==> src/rtl/beam_sum_i2s_tx.sv <==
`default_nettype none
// +----------------------------------------------------------------------------+
// | Module      : beam_sum_i2s_tx                                              |
// | Description : Beamformer output stage. Sums one set of per-channel PCM     |
// |               samples, applies a programmable arithmetic right shift,     |
// |               saturates to the sample width and serialises the result as  |
// |               a mono I2S stream (same word in left and right half-frames).|
// | Revision    : 1.0 - initial release                                        |
// +----------------------------------------------------------------------------+
module beam_sum_i2s_tx #(
  parameter int NUMBER_OF_BITS   = 16,
  parameter int NUMBER_OF_INPUTS = 8,
  parameter int HALF_FRAME_BITS  = 32
) (
  input  logic                                       clk,
  input  logic                                       reset,
  input  logic                                       enable,
  input  logic [NUMBER_OF_INPUTS*NUMBER_OF_BITS-1:0] samples_in,
  input  logic                                       sample_valid,
  input  logic [2:0]                                 gain_shift,
  input  logic                                       clear_flags,
  output logic                                       sd_out,
  output logic                                       ws_out,
  output logic                                       frame_start,
  output logic                                       sat_flag,
  output logic                                       overrun_flag,
  output logic                                       underrun_flag
);

  // Sum width is wide enough that adding all inputs can never overflow.
  localparam int SUM_W = NUMBER_OF_BITS + $clog2(NUMBER_OF_INPUTS);
  localparam int CNT_W = $clog2(HALF_FRAME_BITS);
  localparam logic signed [SUM_W-1:0] C_MAX = SUM_W'((1 <<< (NUMBER_OF_BITS - 1)) - 1);
  localparam logic signed [SUM_W-1:0] C_MIN = ~C_MAX;
  localparam logic [NUMBER_OF_BITS-1:0] C_WORD_MAX = {1'b0, {(NUMBER_OF_BITS-1){1'b1}}};
  localparam logic [NUMBER_OF_BITS-1:0] C_WORD_MIN = {1'b1, {(NUMBER_OF_BITS-1){1'b0}}};

  typedef enum logic [0:0] {
    ST_IDLE = 1'b0,
    ST_RUN  = 1'b1
  } state_t;

  state_t                     state_q, state_d;
  logic signed [SUM_W-1:0]    sum_q, sum_d;
  logic                       sum_valid_q, sum_valid_d;
  logic [NUMBER_OF_BITS-1:0]  holding_q, holding_d;
  logic                       pending_q, pending_d;
  logic [CNT_W-1:0]           bit_count_q, bit_count_d;
  logic                       ws_q, ws_d;
  logic                       sd_q, sd_d;
  logic                       frame_start_q, frame_start_d;
  logic [NUMBER_OF_BITS-1:0]  shreg_q, shreg_d;
  logic [NUMBER_OF_BITS-1:0]  word_q, word_d;
  logic                       sat_q, sat_d;
  logic                       overrun_q, overrun_d;
  logic                       underrun_q, underrun_d;

  logic                       load_left;
  logic                       load_right;
  logic signed [SUM_W-1:0]    shifted;
  logic [NUMBER_OF_BITS-1:0]  clamped;
  logic                       clamp_hit;

  // Stage 1: sign-extend every input and add them all into one register.
  always_comb begin
    sum_valid_d = sample_valid;
    sum_d       = sum_q;
    if (sample_valid) begin
      sum_d = '0;
      for (int k = 0; k < NUMBER_OF_INPUTS; k++) begin
        sum_d = sum_d + {{(SUM_W-NUMBER_OF_BITS){samples_in[k*NUMBER_OF_BITS+NUMBER_OF_BITS-1]}},
                         samples_in[k*NUMBER_OF_BITS +: NUMBER_OF_BITS]};
      end
    end
  end

  // Serializer: half-frame counter, word select, load events and bit shifting.
  always_comb begin
    state_d       = state_q;
    bit_count_d   = bit_count_q;
    ws_d          = ws_q;
    sd_d          = 1'b0;
    frame_start_d = 1'b0;
    shreg_d       = shreg_q;
    word_d        = word_q;
    load_left     = 1'b0;
    load_right    = 1'b0;
    if (!enable) begin
      state_d     = ST_IDLE;
      bit_count_d = '0;
      ws_d        = 1'b0;
    end else if (state_q == ST_IDLE) begin
      // First enabled cycle is always the start of a left half-frame.
      state_d     = ST_RUN;
      bit_count_d = '0;
      ws_d        = 1'b0;
      load_left   = 1'b1;
    end else if (bit_count_q == CNT_W'(HALF_FRAME_BITS - 1)) begin
      bit_count_d = '0;
      ws_d        = ~ws_q;
      load_left   = ws_q;
      load_right  = ~ws_q;
    end else begin
      bit_count_d = bit_count_q + CNT_W'(1);
    end

    if (load_left) begin
      // Old holding value: a same-cycle stage-2 write lands after this load.
      shreg_d       = holding_q;
      word_d        = holding_q;
      frame_start_d = 1'b1;
    end else if (load_right) begin
      shreg_d = word_q;
    end else if (enable && bit_count_d >= CNT_W'(1) &&
                 bit_count_d <= CNT_W'(NUMBER_OF_BITS)) begin
      // Bit 0 of each half is the I2S one-bit delay, so shifting starts at 1.
      sd_d    = shreg_q[NUMBER_OF_BITS-1];
      shreg_d = {shreg_q[NUMBER_OF_BITS-2:0], 1'b0};
    end
  end

  // Stage 2: scale, saturate, update the holding slot and the sticky flags.
  always_comb begin
    shifted   = sum_q >>> gain_shift;
    clamp_hit = 1'b0;
    clamped   = shifted[NUMBER_OF_BITS-1:0];
    if (shifted > C_MAX) begin
      clamped   = C_WORD_MAX;
      clamp_hit = 1'b1;
    end else if (shifted < C_MIN) begin
      clamped   = C_WORD_MIN;
      clamp_hit = 1'b1;
    end

    holding_d = sum_valid_q ? clamped : holding_q;
    if (sum_valid_q) begin
      pending_d = 1'b1;
    end else if (load_left) begin
      pending_d = 1'b0;
    end else begin
      pending_d = pending_q;
    end

    // An unsent word is only lost if the load did not take it this cycle.
    sat_d      = (sum_valid_q && clamp_hit) | (sat_q & ~clear_flags);
    overrun_d  = (sum_valid_q && pending_q && !load_left) | (overrun_q & ~clear_flags);
    underrun_d = (load_left && !pending_q) | (underrun_q & ~clear_flags);
  end

  // State register with synchronous reset.
  always_ff @(posedge clk) begin
    if (reset) begin
      state_q       <= ST_IDLE;
      sum_q         <= '0;
      sum_valid_q   <= 1'b0;
      holding_q     <= '0;
      pending_q     <= 1'b0;
      bit_count_q   <= '0;
      ws_q          <= 1'b0;
      sd_q          <= 1'b0;
      frame_start_q <= 1'b0;
      shreg_q       <= '0;
      word_q        <= '0;
      sat_q         <= 1'b0;
      overrun_q     <= 1'b0;
      underrun_q    <= 1'b0;
    end else begin
      state_q       <= state_d;
      sum_q         <= sum_d;
      sum_valid_q   <= sum_valid_d;
      holding_q     <= holding_d;
      pending_q     <= pending_d;
      bit_count_q   <= bit_count_d;
      ws_q          <= ws_d;
      sd_q          <= sd_d;
      frame_start_q <= frame_start_d;
      shreg_q       <= shreg_d;
      word_q        <= word_d;
      sat_q         <= sat_d;
      overrun_q     <= overrun_d;
      underrun_q    <= underrun_d;
    end
  end

  assign sd_out        = sd_q;
  assign ws_out        = ws_q;
  assign frame_start   = frame_start_q;
  assign sat_flag      = sat_q;
  assign overrun_flag  = overrun_q;
  assign underrun_flag = underrun_q;

endmodule
`default_nettype wire

==> config.mk <==
export PLATFORM = sky130hd
export DESIGN_NAME = beam_sum_i2s_tx
export DESIGN_NICKNAME = d
export VERILOG_FILES = /design/src/rtl/beam_sum_i2s_tx.sv
export SDC_FILE = /design/constraint.sdc
export NUM_CORES = 1
export LEC_CHECK = 0
export ABC_CLOCK_PERIOD_IN_PS = 9150
export CAP_MARGIN = 10
export CORE_AREA = 2 2 149 93
export DETAILED_ROUTE_END_ITERATION = 10
export DIE_AREA = 0 0 151 95
export PLACE_DENSITY = 0.84
export SLEW_MARGIN = 20
export SYNTH_ARGS = -nofsm -noshare
export SYNTH_HDL_FRONTEND = slang
export SYNTH_SLANG_ARGS = --single-unit
==> constraint.sdc <==
create_clock -name clk -period 9.15 [get_ports clk]
set_input_delay 1.83 -clock clk [delete_from_list [all_inputs] [get_ports clk]]
set_output_delay 1.83 -clock clk [all_outputs]
set_load 0.01 [all_outputs]
# Yosys cells after proc, flatten, opt, wreduce, memory -nomap -nowiden
# Index checks and enable logic that the tools add are counted.
[totals]
output_inout_bits = 6
ff_bits = 81
wordCells = 71
in_bits = 136
[op_classes]
magnitude_cmp = 4
bitwise = 11
n_shift = 1
n_addsub = 8
n_eq_ne = 1
n_reduce_logical = 12
n_mux = 20
[ops]
columns = ["cell", "count"]
rows = [
  ["$mux W16", 5],
  ["$add A19 B19 Y19", 4],
  ["$add A18 B16 Y19", 1],
  ["$gt A19 B16 Y1 const B", 1],
  ["$lt A19 B16 Y1 const B", 1],
  ["$sshr A19 B3 Y19", 1],
  ["$add A17 B16 Y18", 1],
  ["$add A16 B16 Y17", 1],
  ["$mux W5", 3],
  ["$mux W1", 12],
  ["$logic_and A1 B1 Y1", 6],
  ["$add A5 B1 Y5 const B", 1],
  ["$eq A5 B5 Y1 const B", 1],
  ["$ge A5 B1 Y1 const B", 1],
  ["$le A5 B5 Y1 const B", 1],
  ["$not A1 Y1", 5],
  ["$reduce_or A4 Y1", 1],
  ["$and A1 B1 Y1", 3],
  ["$or A1 B1 Y1", 3],
  ["$reduce_bool A3 Y1", 1],
  ["$reduce_or A3 Y1", 1],
  ["$logic_not A1 Y1", 2],
  ["$reduce_bool A2 Y1", 1],
]

# Longest topological paths before layout
# Gate-level depths: netlist (run 1).
[logic_depth]
word_depth = 10
mapped_depth = 16
mapped_depth_nobuf = 16

# Worst setup path after synthesis (run 1)
# OpenSTA, ideal clock, no wires.
[synth_path]
kind = "in2reg"
from = "input samples_in[2]"
to = "register sum_q[16]"
setup_ps = 117
path_buffers = 0
setup_slack_ps = 3232
path_stages = 16
arrival_time_ps = 5801
t_required_ps = 9033
cell_sequence = "inv_1 > fa_1 > inv_1 > fa_1 > fa_1 > inv_1 > fa_1 > inv_1 > ha_1 > fa_1 > a211oi_1 > o211ai_1 > a21oi_1 > o21ai_0 > xor2_1 > a22o_1"
[synth_via]
elab_chain_cells = 7
[synth_lines]
columns = ["element", "line_no", "source"]
rows = [
  ["start: declaration", "18", "input logic [NUMBER_OF_INPUTS*NUMBER_OF_BITS-1:0] samples_in,"],
  ["$add A16 B16 Y17", "71", "sum_d = sum_d + {{(SUM_W-NUMBER_OF_BITS){samples_in[k*NUMBER_OF_BITS+NUMBER_OF_BITS-1]}},"],
  ["$add A17 B16 Y18", "71", ""],
  ["$add A18 B16 Y19", "71", ""],
  ["$add A19 B19 Y19 (4 in series)", "71", ""],
  ["end signal: assignment", "169", "sum_q <= sum_d;"],
  ["end: declaration", "44", "logic signed [SUM_W-1:0] sum_q, sum_d;"],
]
# Every way passes these cells.
# A chain may end at the register's enable or synchronous reset.

# Final worst setup path (run 1)
[layout_path]
from = "input samples_in[2]"
to = "register sum_q[18]"
# Same word-level chain as after synthesis.

==> results of run 1 <==
-- kinds of logic after synthesis --
family                   count (synthesis)  synth area share, %
buffers and inverters                  252                 13.2
adder cells (fa/ha/maj)                120                 30.7
AO/OA/AOI/OAI                          118                 10.3
multiplexers                            74                 12.9
XOR/XNOR                                22                 2.63
AND/OR/NAND/NOR                        146                 8.24
flip-flops                              81                 22.2
-- routing by layer --
metal	global-route usage [%]	wire, um	up-vias
met3	5.36	1020	9
met2	35.2	6510	159
met4	2.80	86	0
met5	0	0	-
li1	-	-	2779
met1	29.9	6730	2655
-- report_power, final --
group,switching (mW),leakage (nW),internal (mW)
sequential,0.0406,0.662,0.397
clock,0.143,0.148,0.239
combinational,0.861,3.63,0.746
-- worst max-delay path, cell delays in order --
cell	delay, ns
sky130_fd_sc_hd__clkdlybuf4s50_1	0.46
sky130_fd_sc_hd__inv_1	0.05
sky130_fd_sc_hd__fa_1	0.54
sky130_fd_sc_hd__inv_1	0.06
sky130_fd_sc_hd__fa_1	0.53
sky130_fd_sc_hd__fa_1	0.55
sky130_fd_sc_hd__inv_1	0.05
sky130_fd_sc_hd__fa_1	0.53
sky130_fd_sc_hd__inv_1	0.04
sky130_fd_sc_hd__ha_1	0.24
sky130_fd_sc_hd__fa_1	0.45
sky130_fd_sc_hd__a211oi_1	0.34
sky130_fd_sc_hd__o211ai_1	0.22
sky130_fd_sc_hd__a21oi_1	0.32
sky130_fd_sc_hd__a32oi_1	0.17
sky130_fd_sc_hd__xnor2_1	0.15
sky130_fd_sc_hd__a211oi_1	0.21
-- worst min-delay path by stage --
stage | to | slack, ns | start | depth (start not counted)
2_1_floorplan | sd_out | 0.41 | shreg_q[15] | 2
3_3_place_gp | sd_out | 0.43 | shreg_q[15] | 2
3_5_place_dp | sd_out | 0.43 | shreg_q[15] | 2
4_1_cts | sd_out | 0.44 | shreg_q[15] | 2
5_1_grt | sd_out | 0.46 | shreg_q[15] | 2
6_report | sd_out | 0.44 | shreg_q[15] | 2
-- cell usage in the layout, fill, tap and decap left out, types with 21 or more instances in the layout --
cell                              Yosys  layout
sky130_fd_sc_hd__o21ai_0             29      29
sky130_fd_sc_hd__fa_1                99      99
sky130_fd_sc_hd__nor2_1              75      75
sky130_fd_sc_hd__dfxtp_1             81      81
sky130_fd_sc_hd__inv_1              222     222
sky130_fd_sc_hd__nand2_1             48      48
sky130_fd_sc_hd__a21oi_1             34      34
sky130_fd_sc_hd__mux2i_1             57      57
sky130_fd_sc_hd__ha_1                21      21
sky130_fd_sc_hd__clkdlybuf4s50_1      0     140
-- stage by stage --
stage,cells,worst slack [ns]
after floorplan,813,3.23
after global placement,1104,2.43
after detailed placement,1104,2.36
after CTS,1119,2.69
after global routing,1119,2.25
final,1119,2.66
-- flip-flops by register name, indices dropped and copies added, names as in the netlist --
register and cells:
bit_count_q 5, frame_start 1, holding_q 16, overrun_flag 1, pending_q 1, sat_flag 1, sd_out 1, shreg_q 16
state_q 1, sum_q 19, sum_valid_q 1, underrun_flag 1, word_q 16, ws_out 1
-- layout make-up --
cell class,count,area (um2)
multi-input combinational,480,4740
fill,1031,3960
sequential,81,1620
timing repair buffer,146,1440
inverter,222,833
clock buffer,9,225
tap,175,219
clock inverter,6,92.6
==> metrics.txt, run 1 <==
# TYPE chip_impl_metric gauge
chip_impl_metric{name="yosys_register_bits",unit=""} 81
chip_impl_info{name="most_instantiated_library_cell_after_synthesis",value="sky130_fd_sc_hd__inv_1"} 1
chip_impl_metric{name="floorplan.die.height",unit="um"} 95
chip_impl_metric{name="final-setup-viol-count",unit=""} 0
chip_impl_metric{name="antenna_found_initial",unit=""} 0
chip_impl_info{name="rsz0062_at_grt",value="no"} 1
chip_impl_metric{name="final-hold-violation-count",unit=""} 0
chip_impl_metric{name="postSynth.asyncResetShare",unit="%"} 0
chip_impl_metric{name="timing.critical_path.arrival",unit="ns"} 6.74
chip_impl_metric{name="gr-total-overflow",unit=""} 0
chip_impl_metric{name="finalInstanceArea",unit="um2"} 9180
chip_impl_metric{name="cts_buffer_depth",unit=""} 2
chip_impl_metric{name="netlist_instances",unit=""} 813
chip_impl_metric{name="antennaDiodeCount",unit=""} 0
chip_impl_metric{name="place.port_buffers",unit=""} 141
chip_impl_metric{name="timing.reg2reg.setup_slack",unit="ns"} 6.22
chip_impl_metric{name="avgViaCountPerCell",unit=""} 5.01
chip_impl_info{name="netlist.top_cell.by_area",value="sky130_fd_sc_hd__fa_1"} 1
chip_impl_metric{name="yosysTopAreaCellShare",unit="%"} 27.1
chip_impl_info{name="timing.critical_path.to_type",value="flip-flop"} 1
chip_impl_metric{name="fp.dieArea",unit="um2"} 14300
chip_impl_metric{name="pwr_dens",unit="nW/um2"} 264
chip_impl_metric{name="routedWlPerCell",unit="um"} 12.8
chip_impl_metric{name="worst-r2r-cell-count",unit=""} 8
chip_impl_metric{name="post_cts_resized",unit=""} 0
chip_impl_metric{name="die-width",unit="um"} 151
chip_impl_info{name="ys_top_cells_by_area",value="sky130_fd_sc_hd__fa_1 27%, sky130_fd_sc_hd__dfxtp_1 22%, sky130_fd_sc_hd__inv_1 11%"} 1
chip_impl_metric{name="fin_crit",unit="ns"} 6.49
chip_impl_metric{name="postSynthAreaPerCell",unit="um2"} 9.00
chip_impl_info{name="critPathLaunch",value="samples_in[2]"} 1
chip_impl_metric{name="gpl.final_weighted_congestion",unit=""} 0.800
chip_impl_info{name="netlist_top_cells_count",value="222 x sky130_fd_sc_hd__inv_1, 99 x sky130_fd_sc_hd__fa_1, 81 x sky130_fd_sc_hd__dfxtp_1"} 1
chip_impl_metric{name="achievable-frequency",unit="MHz"} 154
chip_impl_metric{name="cts_buf_count",unit=""} 9
chip_impl_info{name="r2r-end",value="shreg_q[0]"} 1
chip_impl_metric{name="final_layout_size_suffix_gt1_share",unit="%"} 4.66
chip_impl_metric{name="clock_latency",unit="ns"} 0.34
chip_impl_metric{name="synth_sequential_area_ratio",unit="%"} 22.2
chip_impl_info{name="dominantRegCellSynth",value="sky130_fd_sc_hd__dfxtp_1"} 1
chip_impl_metric{name="synth_enable_flop_cells",unit=""} 0
chip_impl_info{name="cp-start-kind",value="input pin"} 1
chip_impl_metric{name="post_synth_instance_area",unit="um2"} 7320
chip_impl_metric{name="finalCritPeriodShare",unit="%"} 70.9
chip_impl_metric{name="route.final.wire_length",unit="mm"} 14.4
chip_impl_metric{name="synthDistinctLibCells",unit=""} 50
chip_impl_metric{name="route.detailed.drc",unit=""} 0
chip_impl_metric{name="layout.nets",unit=""} 1196
chip_impl_info{name="setup.worst_path.end",value="sum_q[18]"} 1
chip_impl_metric{name="timing.final.max_slew_violations",unit=""} 0
chip_impl_metric{name="clock-sinks",unit=""} 81
chip_impl_metric{name="route.vias.total",unit=""} 5602
chip_impl_metric{name="critPathMaxFanout",unit=""} 3
chip_impl_metric{name="grt_pass1_wl",unit="mm"} 24.8
chip_impl_info{name="status",value="finished, final reports clean"} 1
chip_impl_metric{name="total_of_warnings_raised_by_yosys",unit=""} 0
chip_impl_metric{name="syn_nets",unit=""} 1069
chip_impl_metric{name="hold_buffers",unit=""} 0
chip_impl_metric{name="final_core_util",unit="%"} 69.9
chip_impl_metric{name="htree_num_levels",unit=""} 3
chip_impl_metric{name="finalSetupTns",unit="ns"} 0
chip_impl_metric{name="worst_slew_margin_rel",unit="%"} 23.9
chip_impl_metric{name="p_leak",unit="nW"} 4.44
chip_impl_metric{name="groute.usage.overall",unit="%"} 21.5
chip_impl_info{name="critical_path.reg2reg.startpoint",value="bit_count_q[0]"} 1
chip_impl_metric{name="timing.critical_path.required",unit="ns"} 9.40
chip_impl_metric{name="drtPass1Iterations",unit=""} 5
chip_impl_metric{name="post-layout-total-power",unit="mW"} 2.43
chip_impl_metric{name="highest_ir_drop_seen_on_vdd",unit="uV"} 181
chip_impl_metric{name="placed_cell_area",unit="um2"} 8850
chip_impl_metric{name="drv_cap",unit=""} 0
chip_impl_metric{name="timing.clock.skew",unit="ns"} 0.00645
chip_impl_metric{name="clk_pin_slew",unit="ns"} 0.06
chip_impl_metric{name="dp_hpwl",unit="mm"} 11.7
chip_impl_metric{name="io_pins",unit=""} 142
chip_impl_metric{name="worst_case_hold_slack",unit="ns"} 0.441
chip_impl_metric{name="dr.first_iter.drc_count",unit=""} 284
chip_impl_info{name="min-delay-path-class",value="reg -> reg"} 1
chip_impl_metric{name="grt_pass1_vias",unit=""} 5582
chip_impl_metric{name="postCtsSetupRepairBufs",unit=""} 0
chip_impl_metric{name="area_growth_syn_to_layout",unit="%"} 25.3
chip_impl_metric{name="ant_nets",unit=""} 0
chip_impl_metric{name="start_util",unit="%"} 55.8
chip_impl_metric{name="row_count",unit=""} 33
chip_impl_info{name="cts_tree",value="done"} 1
chip_impl_metric{name="core_region_area",unit="um2"} 13100
chip_impl_info{name="worst-setup-path-type",value="in -> reg"} 1
chip_impl_metric{name="grt_start_max_net_pins",unit=""} 74
chip_impl_metric{name="max_slew.worst_pin.slew",unit="ns"} 1.14
chip_impl_info{name="clk_root_buffer_cell",value="sky130_fd_sc_hd__clkbuf_16"} 1
No activity file was read; power rests on OpenSTA's default activity.
==> inputs of run 2 (changes only) <==
Settings changed: ABC_CLOCK_PERIOD_IN_PS 9150 to 6300, CORE_AREA 2 2 149 93 to 2 2 154 96, DIE_AREA 0 0 151 95 to 0 0 156 98, PLACE_DENSITY 0.84 to 0.79.
Clock period 9.15 ns to 6.3 ns, I/O delays scaled along.
==> run 2 against run 1 <==
Effect of this change:
- first-iteration DRC count shrank 6.0%
- hold slack got worse by 0.0024 ns
- critical endpoint unchanged
- sequential cell count unchanged
- die area up 6.6%
- combinational power rose by 45%
- via count is 0.54% lower
==> metrics.txt, run 2 (synthesis results as in run 1) <==
# TYPE chip_impl_metric gauge
chip_impl_metric{name="antenna_found_initial",unit=""} 0
chip_impl_info{name="cts_tree",value="done"} 1
chip_impl_metric{name="grt_start_max_net_pins",unit=""} 74
chip_impl_metric{name="ant_nets",unit=""} 0
chip_impl_metric{name="worst-r2r-cell-count",unit=""} 8
chip_impl_metric{name="clock_latency",unit="ns"} 0.34
chip_impl_metric{name="core_region_area",unit="um2"} 14000
chip_impl_metric{name="die-width",unit="um"} 156
chip_impl_metric{name="highest_ir_drop_seen_on_vdd",unit="uV"} 254
chip_impl_metric{name="antennaDiodeCount",unit=""} 0
chip_impl_info{name="timing.critical_path.mode_cell",value="sky130_fd_sc_hd__fa_1"} 1
chip_impl_metric{name="route.final.wire_length",unit="mm"} 13.7
chip_impl_info{name="cp-start-kind",value="input pin"} 1
chip_impl_info{name="layout_commonest_cell",value="sky130_fd_sc_hd__inv_1"} 1
chip_impl_metric{name="htree_num_levels",unit=""} 3
chip_impl_metric{name="dp_hpwl",unit="mm"} 11.1
chip_impl_metric{name="post_cts_resized",unit=""} 0
chip_impl_metric{name="post-layout-total-power",unit="mW"} 3.57
chip_impl_metric{name="finalSetupTns",unit="ns"} 0
chip_impl_metric{name="dr.first_iter.drc_count",unit=""} 267
chip_impl_metric{name="row_count",unit=""} 34
chip_impl_metric{name="layout.filler_cells",unit=""} 1115
chip_impl_metric{name="max_slew.worst_pin.slew",unit="ns"} 1.10
chip_impl_metric{name="route.vias.total",unit=""} 5572
chip_impl_metric{name="worst_slew_margin_rel",unit="%"} 26.7
chip_impl_info{name="status",value="finished, final reports clean"} 1
chip_impl_metric{name="postCtsSetupRepairBufs",unit=""} 0
chip_impl_metric{name="largest_register_ffs",unit=""} 19
chip_impl_metric{name="final_core_util",unit="%"} 65.8
chip_impl_info{name="worst-setup-path-type",value="in -> reg"} 1
chip_impl_metric{name="dp_slack",unit="ns"} 0.125
chip_impl_info{name="timing.critical_path.cells",value="clkdlybuf4s50_1 > inv_1 > fa_1 > inv_1 > fa_1 > fa_1 > inv_1 > fa_1 > inv_1 > ha_1 > fa_1 > a211oi_1 > o211ai_1 > a21oi_1 > a32oi_1 > xnor2_1 > a211oi_1"} 1
chip_impl_metric{name="critPathMaxFanout",unit=""} 3
chip_impl_metric{name="gpl.final_weighted_congestion",unit=""} 0.814
chip_impl_metric{name="layout.nets",unit=""} 1196
chip_impl_metric{name="p_leak",unit="nW"} 4.45
chip_impl_metric{name="cts_buffer_depth",unit=""} 2
chip_impl_metric{name="drv_cap",unit=""} 0
chip_impl_metric{name="worst_hold_path.num_cells",unit=""} 2
chip_impl_metric{name="final-hold-violation-count",unit=""} 0
chip_impl_metric{name="io_pins",unit=""} 142
chip_impl_metric{name="area_growth_syn_to_layout",unit="%"} 25.7
chip_impl_metric{name="routedWlPerCell",unit="um"} 12.2
chip_impl_metric{name="pwr_dens",unit="nW/um2"} 388
chip_impl_metric{name="grt_pass1_vias",unit=""} 5680
chip_impl_metric{name="finalCritPeriodShare",unit="%"} 93.2
chip_impl_info{name="critical_path.reg2reg.startpoint",value="bit_count_q[0]"} 1
chip_impl_metric{name="timing.clock.skew",unit="ns"} 0.00596
chip_impl_metric{name="avgViaCountPerCell",unit=""} 4.96
chip_impl_metric{name="path_buf_inv",unit=""} 5
chip_impl_info{name="timing.critical_path.to_type",value="flip-flop"} 1
chip_impl_metric{name="fp.dieArea",unit="um2"} 15300
chip_impl_metric{name="drtPass1Iterations",unit=""} 5
chip_impl_metric{name="timing.final.max_slew_violations",unit=""} 0
chip_impl_metric{name="groute.usage.overall",unit="%"} 19.6
chip_impl_metric{name="grt_pass1_wl",unit="mm"} 25.1
chip_impl_metric{name="hold_buffers",unit=""} 0
chip_impl_metric{name="final-setup-viol-count",unit=""} 0
chip_impl_metric{name="critical_path.max_stage_delay",unit="ns"} 0.57
chip_impl_metric{name="timing.critical_path.arrival",unit="ns"} 6.12
chip_impl_metric{name="route.detailed.drc",unit=""} 0
chip_impl_info{name="min-delay-path-class",value="reg -> reg"} 1
chip_impl_metric{name="place.port_buffers",unit=""} 141
chip_impl_metric{name="final_layout_size_suffix_gt1_share",unit="%"} 4.66
chip_impl_metric{name="start_util",unit="%"} 52.3
chip_impl_metric{name="timing.critical_path.required",unit="ns"} 6.55
chip_impl_metric{name="clock-sinks",unit=""} 81
chip_impl_metric{name="floorplan.die.height",unit="um"} 98
chip_impl_metric{name="clk_pin_slew",unit="ns"} 0.06
chip_impl_metric{name="gr-total-overflow",unit=""} 0
chip_impl_info{name="hold_end",value="sd_out"} 1
chip_impl_info{name="hp-start",value="shreg_q[15]"} 1
chip_impl_info{name="rsz0062_at_grt",value="no"} 1
chip_impl_metric{name="timing.final.ws_setup",unit="ns"} 0.429
chip_impl_info{name="r2r-end",value="shreg_q[6]"} 1
chip_impl_metric{name="achievable-frequency",unit="MHz"} 170
chip_impl_info{name="regMostFlops",value="sum_q"} 1
chip_impl_info{name="cpLargestDelayFamily",value="adder cells"} 1
chip_impl_info{name="layout.cells.most_common_list",value="222 x sky130_fd_sc_hd__inv_1, 140 x sky130_fd_sc_hd__clkdlybuf4s50_1, 99 x sky130_fd_sc_hd__fa_1"} 1
chip_impl_metric{name="cts_buf_count",unit=""} 9
chip_impl_metric{name="worst_case_hold_slack",unit="ns"} 0.439
chip_impl_metric{name="fin_crit",unit="ns"} 5.87
chip_impl_info{name="timing.critical_path.slowest_stage_cell",value="sky130_fd_sc_hd__fa_1"} 1
chip_impl_info{name="clk_root_buffer_cell",value="sky130_fd_sc_hd__clkbuf_16"} 1
chip_impl_metric{name="timing.reg2reg.setup_slack",unit="ns"} 3.37
-- run 2: cell types whose count changed in the layout (fill, tap and decap cells not counted) --
cell                         delta
sky130_fd_sc_hd__bufinv_16      +1
sky130_fd_sc_hd__clkinv_4       -1
sky130_fd_sc_hd__clkinvlp_4     -1
sky130_fd_sc_hd__inv_6          +1
-- run 2: report_power, final --
part | switching [mW] | internal (mW)
Sequential | 0.0575 | 0.577
Clock | 0.213 | 0.388
Combinational | 1.25 | 1.08
Total | 1.53 | 2.05
-- run 2: final cells by class --
| type | instances | area, um2 | area share [%] |
|---|---|---|---|
| clock inverters | 6 | 115 | 1.25 |
| well taps | 180 | 225 | 2.45 |
| clock buffers | 9 | 225 | 2.45 |
| repair buffers | 146 | 1440 | 15.7 |
| flip-flops and latches | 81 | 1620 | 17.6 |
| multi-input cells | 480 | 4740 | 51.5 |
| inverters | 222 | 833 | 9.05 |
-- run 2: worst max-delay path by stage --
stage	slack [ns]	depth (start not counted)	end	startpoint
5_1_grt	0.09	17	sum_q[16]	samples_in[2]
2_1_floorplan	0.95	16	sum_q[16]	samples_in[2]
4_1_cts	0.43	17	sum_q[18]	samples_in[2]
3_5_place_dp	0.13	17	sum_q[18]	samples_in[2]
3_3_place_gp	0.15	17	sum_q[18]	samples_in[2]
6_report	0.43	17	sum_q[18]	samples_in[2]
-- run 2: routing by layer --
layer	vias to the layer above	share of wire, %	track usage (%)	wire [um]
met5	-	0	0	0
met4	0	0.44	2.05	60
met3	8	6.5	5.37	897
met2	133	43	30.7	5850
met1	2651	50	28.4	6910
li1	2780	-	-	-
-- run 2: worst reg2reg max path, stage by stage (launching register included) --
cell and delay (ns):
sky130_fd_sc_hd__dfxtp_1 0.42, sky130_fd_sc_hd__ha_1 0.26, sky130_fd_sc_hd__and3_1 0.17, sky130_fd_sc_hd__ha_1 0.33, sky130_fd_sc_hd__nand2b_1 0.21, sky130_fd_sc_hd__o21ai_0 0.16
sky130_fd_sc_hd__a211oi_4 0.87, sky130_fd_sc_hd__mux2i_1 0.30, sky130_fd_sc_hd__nor2_1 0.06
-- run 2: metrics by stage --
stage          cell area [um2]  std cells
3_5_place_dp              8860       1109
2_1_floorplan             7320        813
4_1_cts                   9200       1124
3_3_place_gp              8860       1109
5_1_grt                   9200       1124
6_report                  9200       1124
==> inputs of run 3 (changes only) <==
Settings changed: SKIP_CTS_REPAIR_TIMING from default to 1.
==> results of run 3 <==
Same layout as run 2: the final DEF is identical, and so are final timing and power.
